`config.mk`:
```
export PLATFORM = sky130hd
export DESIGN_NAME = multicycle_ctrl
export DESIGN_NICKNAME = d
export VERILOG_FILES = /design/src/rtl/multicycle_ctrl_pkg.sv /design/src/rtl/multicycle_ctrl_decode.sv /design/src/rtl/multicycle_ctrl.sv
export SDC_FILE = /design/constraint.sdc
export NUM_CORES = 1
export LEC_CHECK = 0
export BUFFER_PORTS_ARGS = -buffer_cell sky130_fd_sc_hd__buf_2
export CAP_MARGIN = 0
export CORE_MARGIN = 4
export CORE_UTILIZATION = 49
export CTS_BUF_LIST = sky130_fd_sc_hd__clkbuf_4
export CTS_CLUSTER_DIAMETER = 200
export DETAILED_ROUTE_END_ITERATION = 7
export PLACE_DENSITY = 0.88
export SETUP_SLACK_MARGIN = 0.1
export SYNTH_ARGS = -nofsm -noshare
export SYNTH_HDL_FRONTEND = slang
export SYNTH_HIERARCHICAL = 1
export SYNTH_SLANG_ARGS = --single-unit
```
`constraint.sdc`:
```
create_clock -name clk -period 7.2 [get_ports clk]
set_input_delay 0.72 -clock clk [delete_from_list [all_inputs] [get_ports clk]]
set_output_delay 0.72 -clock clk [all_outputs]
set_load 0.1 [all_outputs]
```
`src/rtl/multicycle_ctrl_pkg.sv`:
```
// Shared types and encodings for the multi-cycle control FSM and its decoder.
package multicycle_ctrl_pkg;

  typedef enum logic [2:0] {
    ST_FETCH  = 3'd0,
    ST_DECODE = 3'd1,
    ST_EXEC   = 3'd2,
    ST_MEM    = 3'd3,
    ST_WB     = 3'd4,
    ST_TRAP   = 3'd5
  } ctrl_state_t;

  // Instruction class: selects the EXEC/MEM/WB path taken after decode.
  typedef enum logic [3:0] {
    CLS_RALU = 4'd0,
    CLS_IALU = 4'd1,
    CLS_LW   = 4'd2,
    CLS_SW   = 4'd3,
    CLS_BEQ  = 4'd4,
    CLS_BNE  = 4'd5,
    CLS_J    = 4'd6,
    CLS_JAL  = 4'd7,
    CLS_JR   = 4'd8,
    CLS_ILL  = 4'd9
  } instr_class_t;

  // ALU operation codes shared with the datapath ALU.
  localparam logic [3:0] ALU_PASS1 = 4'd0;
  localparam logic [3:0] ALU_PASS2 = 4'd1;
  localparam logic [3:0] ALU_ADD   = 4'd2;
  localparam logic [3:0] ALU_SUB   = 4'd3;
  localparam logic [3:0] ALU_AND   = 4'd4;
  localparam logic [3:0] ALU_OR    = 4'd5;
  localparam logic [3:0] ALU_NOR   = 4'd6;
  localparam logic [3:0] ALU_LTS   = 4'd7;
  localparam logic [3:0] ALU_LTU   = 4'd8;
  localparam logic [3:0] ALU_SLL   = 4'd9;
  localparam logic [3:0] ALU_SRL   = 4'd10;
  localparam logic [3:0] ALU_SRA   = 4'd11;

  // Primary opcodes, instr[31:26].
  localparam logic [5:0] OP_RTYPE = 6'h00;
  localparam logic [5:0] OP_J     = 6'h02;
  localparam logic [5:0] OP_JAL   = 6'h03;
  localparam logic [5:0] OP_BEQ   = 6'h04;
  localparam logic [5:0] OP_BNE   = 6'h05;
  localparam logic [5:0] OP_ADDI  = 6'h08;
  localparam logic [5:0] OP_SLTI  = 6'h0A;
  localparam logic [5:0] OP_SLTIU = 6'h0B;
  localparam logic [5:0] OP_ANDI  = 6'h0C;
  localparam logic [5:0] OP_ORI   = 6'h0D;
  localparam logic [5:0] OP_LUI   = 6'h0F;
  localparam logic [5:0] OP_LW    = 6'h23;
  localparam logic [5:0] OP_SW    = 6'h2B;

  // R-type function codes, instr[5:0].
  localparam logic [5:0] FN_SLL  = 6'h00;
  localparam logic [5:0] FN_SRL  = 6'h02;
  localparam logic [5:0] FN_SRA  = 6'h03;
  localparam logic [5:0] FN_JR   = 6'h08;
  localparam logic [5:0] FN_ADD  = 6'h20;
  localparam logic [5:0] FN_ADDU = 6'h21;
  localparam logic [5:0] FN_SUB  = 6'h22;
  localparam logic [5:0] FN_SUBU = 6'h23;
  localparam logic [5:0] FN_AND  = 6'h24;
  localparam logic [5:0] FN_OR   = 6'h25;
  localparam logic [5:0] FN_NOR  = 6'h27;
  localparam logic [5:0] FN_SLT  = 6'h2A;
  localparam logic [5:0] FN_SLTU = 6'h2B;

  // Datapath mux encodings.
  localparam logic [1:0] PC_SEL_PC4    = 2'd0;
  localparam logic [1:0] PC_SEL_BRANCH = 2'd1;
  localparam logic [1:0] PC_SEL_JUMP   = 2'd2;
  localparam logic [1:0] PC_SEL_RS     = 2'd3;

  localparam logic [1:0] SRC_B_RT   = 2'd0;
  localparam logic [1:0] SRC_B_SEXT = 2'd1;
  localparam logic [1:0] SRC_B_ZEXT = 2'd2;
  localparam logic [1:0] SRC_B_LUI  = 2'd3;

  localparam logic [1:0] DST_RT  = 2'd0;
  localparam logic [1:0] DST_RD  = 2'd1;
  localparam logic [1:0] DST_R31 = 2'd2;

  localparam logic [1:0] WB_ALU = 2'd0;
  localparam logic [1:0] WB_MEM = 2'd1;
  localparam logic [1:0] WB_PC4 = 2'd2;

endpackage

```
`src/rtl/multicycle_ctrl_decode.sv`:
```
// Combinational instruction decode: instr -> ALU controls, class and legality.
module multicycle_ctrl_decode
  import multicycle_ctrl_pkg::*;
#(
  parameter int OP_BITS    = 4,
  parameter int SHIFT_BITS = 5,
  parameter int INSTR_BITS = 32
) (
  input  logic [INSTR_BITS-1:0] instr,
  output logic [OP_BITS-1:0]    alu_op,
  output logic [SHIFT_BITS-1:0] shamt,
  output logic [1:0]            alu_src_b,
  output instr_class_t          cls,
  output logic                  legal
);

  logic [5:0] opcode;
  logic [5:0] funct;
  logic       unused_fields;

  assign opcode        = instr[31:26];
  assign funct         = instr[5:0];
  // Register specifiers and immediates are routed by the datapath, not here.
  assign unused_fields = ^instr[25:11];

  // Map opcode/funct to ALU op, B-operand source and the FSM path class.
  always_comb begin
    alu_op    = OP_BITS'(ALU_PASS1);
    shamt     = '0;
    alu_src_b = SRC_B_RT;
    cls       = CLS_ILL;
    case (opcode)
      OP_RTYPE: begin
        case (funct)
          FN_ADD, FN_ADDU: begin cls = CLS_RALU; alu_op = OP_BITS'(ALU_ADD); end
          FN_SUB, FN_SUBU: begin cls = CLS_RALU; alu_op = OP_BITS'(ALU_SUB); end
          FN_AND:          begin cls = CLS_RALU; alu_op = OP_BITS'(ALU_AND); end
          FN_OR:           begin cls = CLS_RALU; alu_op = OP_BITS'(ALU_OR);  end
          FN_NOR:          begin cls = CLS_RALU; alu_op = OP_BITS'(ALU_NOR); end
          FN_SLT:          begin cls = CLS_RALU; alu_op = OP_BITS'(ALU_LTS); end
          FN_SLTU:         begin cls = CLS_RALU; alu_op = OP_BITS'(ALU_LTU); end
          FN_SLL: begin
            cls    = CLS_RALU;
            alu_op = OP_BITS'(ALU_SLL);
            shamt  = SHIFT_BITS'(instr[10:6]);
          end
          FN_SRL: begin
            cls    = CLS_RALU;
            alu_op = OP_BITS'(ALU_SRL);
            shamt  = SHIFT_BITS'(instr[10:6]);
          end
          FN_SRA: begin
            cls    = CLS_RALU;
            alu_op = OP_BITS'(ALU_SRA);
            shamt  = SHIFT_BITS'(instr[10:6]);
          end
          FN_JR:   cls = CLS_JR;
          default: cls = CLS_ILL;
        endcase
      end
      OP_ADDI:  begin cls = CLS_IALU; alu_op = OP_BITS'(ALU_ADD);   alu_src_b = SRC_B_SEXT; end
      OP_SLTI:  begin cls = CLS_IALU; alu_op = OP_BITS'(ALU_LTS);   alu_src_b = SRC_B_SEXT; end
      OP_SLTIU: begin cls = CLS_IALU; alu_op = OP_BITS'(ALU_LTU);   alu_src_b = SRC_B_SEXT; end
      OP_ANDI:  begin cls = CLS_IALU; alu_op = OP_BITS'(ALU_AND);   alu_src_b = SRC_B_ZEXT; end
      OP_ORI:   begin cls = CLS_IALU; alu_op = OP_BITS'(ALU_OR);    alu_src_b = SRC_B_ZEXT; end
      OP_LUI:   begin cls = CLS_IALU; alu_op = OP_BITS'(ALU_PASS2); alu_src_b = SRC_B_LUI;  end
      OP_LW:    begin cls = CLS_LW;   alu_op = OP_BITS'(ALU_ADD);   alu_src_b = SRC_B_SEXT; end
      OP_SW:    begin cls = CLS_SW;   alu_op = OP_BITS'(ALU_ADD);   alu_src_b = SRC_B_SEXT; end
      OP_BEQ:   begin cls = CLS_BEQ;  alu_op = OP_BITS'(ALU_SUB); end
      OP_BNE:   begin cls = CLS_BNE;  alu_op = OP_BITS'(ALU_SUB); end
      OP_J:     cls = CLS_J;
      OP_JAL:   cls = CLS_JAL;
      default:  cls = CLS_ILL;
    endcase
  end

  assign legal = (cls != CLS_ILL);

endmodule

```
`src/rtl/multicycle_ctrl.sv`:
```
// Multi-cycle control FSM: sequences fetch/decode/execute/memory/writeback and
// drives the datapath enables and ALU controls around it.
module multicycle_ctrl
  import multicycle_ctrl_pkg::*;
#(
  parameter int OP_BITS    = 4,
  parameter int SHIFT_BITS = 5,
  parameter int INSTR_BITS = 32
) (
  input  logic                  clk,
  input  logic                  rst,
  input  logic [INSTR_BITS-1:0] instr,
  input  logic                  equal,
  input  logic                  not_equal,
  input  logic                  mem_ack,
  output logic                  mem_req,
  output logic                  mem_we,
  output logic                  mem_addr_sel,
  output logic                  ir_we,
  output logic                  pc_we,
  output logic [1:0]            pc_sel,
  output logic [OP_BITS-1:0]    alu_op,
  output logic [SHIFT_BITS-1:0] shamt,
  output logic [1:0]            alu_src_b,
  output logic                  reg_we,
  output logic [1:0]            reg_dst_sel,
  output logic [1:0]            wb_sel,
  output logic                  instr_done,
  output logic                  illegal_instr
);

  ctrl_state_t               state_q;
  ctrl_state_t               state_d;
  logic [OP_BITS-1:0]        dec_alu_op;
  logic [SHIFT_BITS-1:0]     dec_shamt;
  logic [1:0]                dec_alu_src_b;
  instr_class_t              dec_cls;
  logic                      dec_legal;

  multicycle_ctrl_decode #(
    .OP_BITS    (OP_BITS),
    .SHIFT_BITS (SHIFT_BITS),
    .INSTR_BITS (INSTR_BITS)
  ) u_ctrl_decode (
    .instr     (instr),
    .alu_op    (dec_alu_op),
    .shamt     (dec_shamt),
    .alu_src_b (dec_alu_src_b),
    .cls       (dec_cls),
    .legal     (dec_legal)
  );

  // State register; reset always lands in FETCH, which also clears the trap.
  always_ff @(posedge clk) begin
    if (rst) state_q <= ST_FETCH;
    else     state_q <= state_d;
  end

  // Next state and datapath controls from the current state, decode and handshakes.
  always_comb begin
    state_d       = state_q;
    mem_req       = 1'b0;
    mem_we        = 1'b0;
    mem_addr_sel  = 1'b0;
    ir_we         = 1'b0;
    pc_we         = 1'b0;
    pc_sel        = PC_SEL_PC4;
    alu_op        = '0;
    shamt         = '0;
    alu_src_b     = SRC_B_RT;
    reg_we        = 1'b0;
    reg_dst_sel   = DST_RT;
    wb_sel        = WB_ALU;
    instr_done    = 1'b0;
    illegal_instr = 1'b0;
    case (state_q)
      ST_FETCH: begin
        mem_req = 1'b1;
        if (mem_ack) begin
          ir_we   = 1'b1;
          pc_we   = 1'b1;
          state_d = ST_DECODE;
        end
      end
      ST_DECODE: begin
        state_d = dec_legal ? ST_EXEC : ST_TRAP;
      end
      ST_EXEC: begin
        alu_op    = dec_alu_op;
        shamt     = dec_shamt;
        alu_src_b = dec_alu_src_b;
        case (dec_cls)
          CLS_RALU, CLS_IALU: state_d = ST_WB;
          CLS_LW, CLS_SW:     state_d = ST_MEM;
          CLS_BEQ, CLS_BNE: begin
            pc_we      = (dec_cls == CLS_BEQ) ? equal : not_equal;
            pc_sel     = PC_SEL_BRANCH;
            instr_done = 1'b1;
            state_d    = ST_FETCH;
          end
          CLS_J, CLS_JAL: begin
            pc_we      = 1'b1;
            pc_sel     = PC_SEL_JUMP;
            instr_done = 1'b1;
            state_d    = ST_FETCH;
            // JAL links PC+4 into r31 while the jump is taken.
            if (dec_cls == CLS_JAL) begin
              reg_we      = 1'b1;
              reg_dst_sel = DST_R31;
              wb_sel      = WB_PC4;
            end
          end
          CLS_JR: begin
            pc_we      = 1'b1;
            pc_sel     = PC_SEL_RS;
            instr_done = 1'b1;
            state_d    = ST_FETCH;
          end
          default: state_d = ST_TRAP;
        endcase
      end
      ST_MEM: begin
        // Address add stays on the ALU for the whole access.
        mem_req      = 1'b1;
        mem_addr_sel = 1'b1;
        mem_we       = (dec_cls == CLS_SW);
        alu_op       = dec_alu_op;
        shamt        = dec_shamt;
        alu_src_b    = dec_alu_src_b;
        if (mem_ack) begin
          if (dec_cls == CLS_SW) begin
            instr_done = 1'b1;
            state_d    = ST_FETCH;
          end else begin
            state_d = ST_WB;
          end
        end
      end
      ST_WB: begin
        alu_op      = dec_alu_op;
        shamt       = dec_shamt;
        alu_src_b   = dec_alu_src_b;
        reg_we      = 1'b1;
        reg_dst_sel = (dec_cls == CLS_RALU) ? DST_RD : DST_RT;
        wb_sel      = (dec_cls == CLS_LW) ? WB_MEM : WB_ALU;
        instr_done  = 1'b1;
        state_d     = ST_FETCH;
      end
      ST_TRAP: begin
        illegal_instr = 1'b1;
      end
      default: state_d = ST_FETCH;
    endcase
    // Reset wins over everything: all controls low while it is held.
    if (rst) begin
      mem_req       = 1'b0;
      mem_we        = 1'b0;
      mem_addr_sel  = 1'b0;
      ir_we         = 1'b0;
      pc_we         = 1'b0;
      pc_sel        = '0;
      alu_op        = '0;
      shamt         = '0;
      alu_src_b     = '0;
      reg_we        = 1'b0;
      reg_dst_sel   = '0;
      wb_sel        = '0;
      instr_done    = 1'b0;
      illegal_instr = 1'b0;
    end
  end

endmodule
```
Word level (Yosys, flattened, before mapping)
Index checks and enable logic that the tools add are counted.

Register bits: 3. Output and inout bits: 25. Input bits: 37.

Multiplexer cells: 54. Equality and inequality tests: 40. Bitwise gates (word level): 1. Reductions and logical operators: 22.

Operators by type and width (number): $eq 6x6->1 const B (11); $pmux 4 s8 (2); $eq 6x4->1 const B (7); $pmux 4 s10 (1); $eq 6x2->1 const B (4); $mux 1 (22); $mux 5 (4); $reduce_or 2->1 (9); $eq 4x3->1 const B (4); $mux 2 (8); $pmux 3 s5 (1); $eq 6x3->1 const B (2); $logic_not 6->1 (2); $mux 3 (4); $pmux 2 s3 (2); $reduce_or 12->1 (1); $reduce_or 3->1 (4); $reduce_or 5->1 (2); $pmux 3 s3 (1); $eq 4x2->1 const B (2); $mux 4 (2); $pmux 2 s2 (2); $pmux 4 s2 (1); $eq 3x2->1 const B (2); 13 further kinds (17).

Longest topological paths before layout
Gate-level depths: netlist of run 1.

Depth after elaboration: 9. Depth in mapped cells: 10.

Cells and area by module
Netlist of run 1, hierarchy kept.

By module, submodules not included: multicycle_ctrl (times used 1, cells an instance 88, seq. area each 60.1 um^2, area each 581.8 um^2); multicycle_ctrl_decode (times used 1, cells an instance 86, seq. area each 0.0 um^2, area each 515.5 um^2).

Worst setup path after synthesis of run 1
No wires, ideal clock.

Path kind: input-to-output. From: input instr[2]. To: output mem_we. Arrival: 4.700 ns. Stages: 9. Data required time: 6.480 ns. Path slack: 1.780 ns. Buffers on the path: 2. Cells stage by stage: buf_2 nand2b_1 o32a_1 a21oi_1 o21ai_1 clkbuf_1 nor2_1 nand2_1 nor4_1.

Longest elaborated chain between the ends: 7.

Ends and longest elaborated chain: start, declared (RTL line multicycle_ctrl.sv:12) `input logic [INSTR_BITS-1:0] instr,`; $eq 6x6->1 (tied with other cells) (RTL line multicycle_ctrl_decode.sv:34) `case (funct)`; $reduce_or 12->1 (no line); $pmux 4 s2 * (RTL line multicycle_ctrl_decode.sv:34); $pmux 4 s8 * (RTL line multicycle_ctrl_decode.sv:32) `case (opcode)`; via dec_cls[3] (RTL line multicycle_ctrl.sv:37) `instr_class_t dec_cls;`; $eq 4x2->1 * (RTL line multicycle_ctrl.sv:126) `mem_we = (dec_cls == CLS_SW);`; $mux 1 * (RTL line multicycle_ctrl.sv:76) `case (state_q)`; $mux 1 * (RTL line multicycle_ctrl.sv:155) `if (rst) begin`; end, declared (RTL line multicycle_ctrl.sv:17) `output logic mem_we,`.

Mark *: on every way through the listed nets, which the timed path passes. The rest lies on a longest branch.

Worst setup path after layout of run 1
From: input instr[3]. To: output pc_we.

Longest elaborated chain between the ends: 9.

Ends and longest elaborated chain: $eq 6x6->1 (tied with other cells) (RTL line multicycle_ctrl_decode.sv:34); $reduce_or 12->1 (no line); $pmux 4 s2 * (RTL line multicycle_ctrl_decode.sv:34); $pmux 4 s8 * (RTL line multicycle_ctrl_decode.sv:32); via dec_cls[3] (RTL line multicycle_ctrl.sv:37); $eq 4x3->1 (tied with other cells) (RTL line multicycle_ctrl.sv:92) `case (dec_cls)`; $reduce_or 3->1 (no line) (tied with other cells); $pmux 1 s2 * (RTL line multicycle_ctrl.sv:92); $pmux 1 s2 * (RTL line multicycle_ctrl.sv:76); $mux 1 * (RTL line multicycle_ctrl.sv:155); end, declared (RTL line multicycle_ctrl.sv:20) `output logic pc_we,`.

Marks and branches as above.

==> metrics, run 1 <==
critical path type input port to output pin; Least-Margin Pin Slew 967 ps; HP Start state_q[2]$_SDFFE_PP0P_; CTS max path bufs 2; hold path cells 1; PD cells 103 nW/um^2; wirelength, routed 2860 microns; Setup Skew 1.86 ps; gpl congestion between 0.8 and 0.9; cell repeated most along the worst path buf_2; hold_buf cts 0; vias in the first global route 1148; CP Capture Type output pin; register area share after synthesis 5.47%; DRT iter0 DRCs between 40 and 50; area share of xor/xnor cells in the synthesized design 1.60%; Die W 55.3 microns; synthesized area 1100 sq um; critical path required time 6480 ps; status finished, final reports clean; Residual DRC 0; synthesized instance count 174; Initial Util 53.7%; most flop-heavy register state_q; initial antenna violation count 0; main combinational cell family by area after synthesis simple AND/OR/NAND/NOR gates; Synth Area in Adders 0%; Cell variety after synth 53; Startpoint Class input port; syn avg cell area 6.31 sq um; setup violators final 0; fin nets 245; Initial DRT Pass Iterations 4; Crit-path slowest cell or4b_4; Yosys warning total 6; area grow syn2layout 18.4%; post-layout util 63.6%; CTS Root Cell clkbuf_4; clock sinks 3; largest net degree at the start of global routing 16; post-synth net total 211; Worst VDD drop 0.000131 V; ant diodes 0; mux contribution to synthesized area less than 1%; Main synth FF type dfxtp_1; Yosys reg bits 3; H-tree depth 1; Pins Over Slew Limit 0; cells resized by post-CTS repair 0; CP max FO 12; fin crit share 57.8%; share of layout cells above drive strength 1 28.5%; Simple-Gate Fraction of Synth Area 48.5%; remaining antenna violation count after routing 0; post-DR wirelength/cell 12.2 microns; number of flops mapped to enable cells by yosys 0; Global Route Usage Sum 18.2%; max incr delay on CP 550 ps; first-pass GRT wire length between 4000 and 5000 microns; PortBufs 46; R2R Path Start state_q[0]$_SDFFE_PP0P_; Die Y-Extent 55.3 microns; post-CTS setup buffer count 0; Reg clk slew, reported paths 30 ps; Max Cap Violations 0; Core ar. roughly 2000 sq um; # IOs 62; Reg2Reg Depth 3; minimum clock period 4160 ps; Leak 0.575 nW; number of flip-flops in the largest register 3; cts bufs inserted 3; Final Hold Viols 0; routed via count 1363; Worst Setup SP instr[3]; worst skew pair latency 230 ps; slew margin rel. 35.4%; Rows 16; RSZ-0062 raised after global routing no; Synth Area in Compound Gates 32.7%; min-delay worst type flip-flop to flip-flop; die footprint 3060 sq um; Max Fclk around 0.24 GHz; HPWL after DPL 2220 microns; biggest regs state_q (3); CTS tree done; asr flop ratio synth 0%; vias per cell 5.82; crit-path cells buf_2, nor2b_1, o32a_1, a21oi_1, o21ai_1, or4b_4, a211o_1, a221oi_2, buf_2; critical path data arrival time roughly 3400 ps; Sum Neg Setup Slack 0 ps; GR Overflow Total 0
metal layers:
layer	wire length [microns]	global-route usage (%)
met5	0	0
met4	14	3.13
met3	186	3.50
met2	1340	29.9
met1	1320	24.7
through the flow:
step / hold slack (ps) / cells / setup WS [ps] / instance area, sq um / power [W]
5_1_grt: 674 / 234 / 2890 / 1300 / 0.000144
3_5_place_dp: 622 / 230 / 3080 / 1270 / 0.0000997
2_1_floorplan: 520 / 174 / 1780 / 1100 / 0.0000859
4_1_cts: 626 / 234 / 3070 / 1300 / 0.000134
3_3_place_gp: 641 / 230 / 3090 / 1270 / 0.0000989
6_report: 625 / 234 / 3040 / 1300 / 0.000133
placed cells by master, fill, tap and decap left out, drive strengths merged, types with 3 or more instances in the layout:
cell / instances
a211o: 3
a211oi: 3
a21oi: 8
a31oi: 3
a32oi: 3
and2: 16
buf: 46
clkbuf: 4
dfxtp: 3
inv: 7
nand2: 12
nand2b: 8
nand3: 6
nand4: 3
nor2: 14
nor2b: 10
nor3: 8
nor3b: 5
o21ai: 10
worst max-delay path: cells and delay by family:
family                 cells  cell delay (ps)
buffers and inverters      2              630
AO/OA/AOI/OAI              5             1380
AND/OR/NAND/NOR            2              700
path summary, 6_finish.rpt:
path,endpoint,slack (ps)
setup / recovery,pc_we,3040
hold / removal,state_q[1]$_SDFFE_PP0P_,620
setup reg to reg,state_q[1]$_SDFFE_PP0P_,5720
hold reg to reg,state_q[1]$_SDFFE_PP0P_,620
logic make-up (layout without fill, tap and decap cells):
family          Yosys count  after routing
compound gates           50             50
xor+xnor                  2              2
buf+inv                  24             57
flops                     3              3
mux                       1              1
simple gates             94             94
Yosys cell counts, drive strengths merged (3+ instances only):
master	n	area, sq um
nor3b	5	37.5
a32oi	3	26.3
nor3	8	40.0
clkbuf	7	26.3
o21ai	10	50.0
a211o	3	26.3
and2	16	100
buf	10	66.3
nand2b	8	50.1
nor2	14	55.1
nand4	3	18.8
inv	7	26.3
nand2	12	45.0
dfxtp	3	60.1
nor2b	10	62.6
a211oi	3	27.5
a31oi	3	18.8
nand3	6	30.0
a21oi	8	40.0
report_power, final:
part | switching [W] | internal (W)
Clock | 0.00000821 | 0.0000245
Combinational | 0.0000516 | 0.0000242
Sequential | 0.00000617 | 0.0000188
cell type report:
| cell class | instances | area, sq um |
|---|---|---|
| multi-input combinational | 147 | 918 |
| sequential | 3 | 60.1 |
| fill | 206 | 743 |
| tap | 27 | 33.8 |
| timing repair buffer | 46 | 230 |
| clock buffer | 4 | 30.0 |
| inverter | 7 | 26.3 |
No activity file was read; power rests on OpenSTA's default activity.
==> run 2, diff against run 1 <==
CORE_UTILIZATION = 46   (was 49)
PLACE_DENSITY = 0.83   (was 0.88)
clock period = 4.2 ns   (was 7.2 ns; I/O delays follow)
==> metrics, run 2 (synthesis results as in run 1) <==
status finished, final reports clean; die footprint 3230 sq um (+5.6%); worst hold slack 521 ps (-103 ps); end of the worst register-to-register path state_q[1]$_SDFFE_PP0P_; Die Y-Extent 56.8 microns (+2.7%); critical path type input port to output pin; biggest regs state_q (3); HPWL after DPL 2230 microns (+0.28%); # IOs 62 (unchanged); RSZ-0062 raised after global routing no; slew margin rel. 32.9% (-2.5 points); vias per cell 5.74 (-1.5%); R2R Path Start state_q[0]$_SDFFE_PP0P_; remaining antenna violation count after routing 0 (unchanged); Final Hold Viols 0 (unchanged); area grow syn2layout 21.1%; Initial Util 49.1% (-4.6 points); cts bufs inserted 3 (unchanged); GR Overflow Total 0 (unchanged); DRT iter0 DRCs 41 (-15%); Reg clk slew, reported paths 30 ps (about the same); Core ar. 2230 sq um (+9.4%); Fillers 229 (+11%); Worst Hold Path EP state_q[1]$_SDFFE_PP0P_; CP Capture Type output pin; CTS tree done; Pins Over Slew Limit 0 (unchanged); CTS max path bufs 2 (unchanged); wirelength, routed 2920 microns (+2.0%); initial antenna violation count 0 (unchanged); hold_buf cts 0 (unchanged); setup violators final 0 (unchanged); Max Cap Violations 0 (unchanged); share of layout cells above drive strength 1 30.8% (+2.3 points); cell repeated most along the worst path buf_2; Setup Skew 5.35 ps (+3.49 ps); worst skew pair latency 240 ps (about the same); Leak 0.582 nW (+1.2%); post-DR wirelength/cell 12.4 microns (+1.2%); first-pass GRT wire length 4740 microns (-3.4%); Startpoint Class input port; gpl congestion 0.837 (-2.6%); critical path data arrival time 3130 ps (-310 ps); Rows 17 (+1); hold path cells 2 (+1); min-delay worst type input port to flip-flop; PortBufs 46 (unchanged); PD cells 176 nW/um^2 (+71%); number of flip-flops in the largest register 3 (unchanged); Power, Total 0.000233 W (+75%); Residual DRC 0 (unchanged); Initial DRT Pass Iterations 4 (unchanged); most common cell after layout, fill and taps aside buf_2; Global Route Usage Sum 17.4% (-0.83 points); Crit-path slowest cell or4b_4; Die W 56.8 microns (+2.7%); CTS Root Cell clkbuf_4; H-tree depth 1 (unchanged); HP Start rst; ant diodes 0 (unchanged); CP max FO 12 (unchanged); minimum clock period around 3600 ps; Worst VDD drop 0.000158 V (+20%); clock sinks 3 (unchanged); max incr delay on CP 590 ps (+40 ps); routed via count 1354 (-0.66%); CP top delay family compound AO/OA/AOI/OAI gates; vias in the first global route 1145 (-0.26%); critical path required time 3780 ps (-2700 ps); fin nets 246 (+0.41%); largest net degree at the start of global routing 16 (unchanged); post-CTS setup buffer count 0 (unchanged); fin crit share 84.6%; FF-to-FF setup slack 2640 ps (-3080 ps); crit-path cells buf_2, nor2b_1, nand3_1, a211oi_1, o31ai_1, or4b_4, a211o_1, a221oi_2, buf_2; cells resized by post-CTS repair 0 (unchanged); most flop-heavy register state_q; Least-Margin Pin Slew 1000 ps (+37.5 ps); most frequent cells in the layout buf_2 (46), and2_1 (16), nor2_1 (13); Max Fclk approximately 0.28 GHz; Reg2Reg Depth 3 (unchanged); Bufs and invs on worst path 2 (unchanged); Sum Neg Setup Slack 0 ps (unchanged)
[run 2: cell types whose count changed in the layout (fill, tap and decap cells not counted), sizes merged]
cell | before | now
buf | 46 | 47
[run 2: final cells by class]
type,instances,area (sq um),share of cell area [%]
multi-input combinational,147,940,70.7
inverter,7,26.3,1.98
timing repair buffer,47,238,17.9
tap,28,35.0,2.64
clock buffer,4,30.0,2.26
sequential,3,60.1,4.52
[run 2: stage by stage]
stage | cells | cell area [sq um] | setup WS, ps | utilization, %
after detailed placement | 232 | 1300 | 704 | 58.2
after global placement | 232 | 1300 | 750 | 58.2
after floorplan | 174 | 1120 | 183 | -
after global routing | 236 | 1330 | 454 | 59.5
final | 236 | 1330 | 646 | 59.5
after CTS | 236 | 1330 | 695 | 59.5
[run 2: worst max path at each step]
stage                   start   endpoint  slack (ps)  cells past startpoint
floorplan            instr[2]  wb_sel[0]         180                      9
global placement     instr[3]      pc_we         750                      8
detailed placement  instr[27]      pc_we         700                      9
CTS                 instr[27]      pc_we         690                      9
global route        instr[27]      pc_we         450                      9
finish              instr[27]      pc_we         650                      9
[run 2: where the power goes]
| part | leakage (nW) | switching (W) | internal (W) | total (W) |
|---|---|---|---|---|
| Sequential | 0.0246 | 0.0000112 | 0.0000321 | 0.0000433 |
| Combinational | 0.539 | 0.0000891 | 0.0000425 | 0.000132 |
| Clock | 0.0184 | 0.0000164 | 0.0000421 | 0.0000585 |
[run 2: per-layer routing]
metal,up-vias,routed length (microns),GRT usage [%]
met2,55,1370,29.2
li1,707,-,-
met4,0,25,4.64
met1,588,1300,22.8
met5,-,0,0
met3,4,215,2.76
==> run 3, diff against run 2 <==
clock period = 3.6 ns   (was 4.2 ns; I/O delays follow)
==> metrics, run 3 (synthesis results as in run 1) <==
vias in the first global route 1282 (+12%); Final WS setup 411 ps (-235 ps); PortBufs 46 (unchanged); worst skew pair latency 230 ps (about the same); Initial Util 49.1% (unchanged); routed via count 1388 (+2.5%); number of flip-flops in the largest register 3 (unchanged); slew margin rel. 51.7% (+19 points); fin crit share roughly nine tenths; Die W 56.8 microns (unchanged); Max Fclk 0.314 GHz; RSZ-0062 raised after global routing no; multi-input logic area 972 sq um (+3.5%); post-DR wirelength/cell 12.6 microns (+2.1%); largest net degree at the start of global routing 16 (unchanged); Max Cap Violations 0 (unchanged); initial antenna violation count 0 (unchanged); worst slack, placed 415 ps (-289 ps); Leak 0.608 nW (+4.5%); worst hold slack 458 ps (-63.6 ps); HP Start rst; DRT iter0 DRCs 54 (+32%); H-tree depth 1 (unchanged); CP top delay family compound AO/OA/AOI/OAI gates; area grow syn2layout 27.5%; most frequent cells in the layout buf_2 (45), and2_1 (16), nor2_1 (13); Initial DRT Pass Iterations 4 (unchanged); gpl congestion 0.828 (-0.99%); Core ar. 2230 sq um (unchanged); Worst Setup SP instr[3]; wirelength, routed 3020 microns (+3.4%); Rows 17 (unchanged); Final Hold Viols 0 (unchanged); critical path type input port to output pin; Sum Neg Setup Slack 0 ps (unchanged); CTS tree done; vias per cell 5.81 (+1.2%); share of layout cells above drive strength 1 33.6% (+2.9 points); biggest regs state_q (3); Setup Skew 1.38 ps (-3.97 ps); Worst VDD drop 0.000174 V (+10%); Power, Total 0.000277 W (+19%); minimum clock period 3190 ps; Die Y-Extent 56.8 microns (unchanged); PD cells 198 nW/um^2 (+13%); cells resized by post-CTS repair 0 (unchanged); critical path data arrival time 2830 ps (-300 ps); first-pass GRT wire length 5230 microns (+10%); R2R Path Start state_q[0]$_SDFFE_PP0P_; post-CTS setup buffer count 0 (unchanged); most common cell after layout, fill and taps aside buf_2; Pins Over Slew Limit 0 (unchanged); Least-Margin Pin Slew 725 ps (-279 ps); # IOs 62 (unchanged); die footprint 3230 sq um (unchanged); remaining antenna violation count after routing 0 (unchanged); setup violators final 0 (unchanged); flip-flop and latch area 60.1 sq um (unchanged); CTS Root Cell clkbuf_4; Bufs and invs on worst path 2 (unchanged); GR Overflow Total 0 (unchanged); HPWL after DPL 2370 microns (+6.4%); CTS max path bufs 2 (unchanged); Startpoint Class input port; critical path required time 3240 ps (-540 ps); Crit-path slowest cell or4b_4; min-delay worst type input port to flip-flop; clock sinks 3 (unchanged); CP Capture Type output pin; Residual DRC 0 (unchanged); hold_buf cts 0 (unchanged); status finished, final reports clean; crit-path cells buf_2, o32a_1, a21oi_1, o31ai_1, or4b_4, a211o_1, a21boi_2, buf_2; cts bufs inserted 3 (unchanged); most flop-heavy register state_q; Reg clk slew, reported paths 40 ps (about the same); max incr delay on CP 570 ps (-20 ps); ant diodes 0 (unchanged); CP max FO 11 (-1); Global Route Usage Sum 18.9% (+1.5 points); fin nets 249 (+1.2%); Fillers 219 (-4.4%); cell repeated most along the worst path buf_2
run 3: changes by cell type in the layout (fill, tap and decap cells not counted), sizes merged:
cell / previous run / this run
buf: 47 / 50
run 3: worst reg2reg max path: stages (launching register included):
cell	delay [ps]
dfxtp_1	450
nor4b_1	480
a21oi_1	80
a2111oi_0	390
run 3: final timing paths:
check	endpoint	slack [ps]	depth (start not counted)
min	state_q[1]$_SDFFE_PP0P_	460	2
max reg2reg	state_q[1]$_SDFFE_PP0P_	2090	3
max	instr_done	410	8
min reg2reg	state_q[1]$_SDFFE_PP0P_	640	1
run 3: stage by stage:
step                      cell area, sq um  std cells  utilization [%]
after floorplan                       1150        174                -
final                                 1400        239             62.6
after global routing                  1400        239             62.6
after global placement                1370        235             61.3
after detailed placement              1370        235             61.3
after CTS                             1400        239             62.6
run 3: area by class of cell:
cell class              instances  share of cell area, %
repair buffers                 50                   19.7
inverters                       7                   1.88
clock buffers                   4                   2.15
multi-input cells             147                   69.5
flip-flops and latches          3                   4.29
well taps                      28                   2.50
run 3: metal layers:
metal  global-route usage (%)  vias up  part of all wire [%]
met5                        0        -                     0
li1                         -      706                     -
met2                     34.0       57                    48
met3                     2.30        2                   8.3
met4                     2.98        0                  0.36
met1                     24.1      623                    43
run 3: power breakdown:
group	total [W]	switching, W	internal (W)
clock network	0.0000649	0.0000160	0.0000489
logic	0.000161	0.000107	0.0000542
registers	0.0000507	0.0000132	0.0000375
total	0.000277	0.000136	0.000141
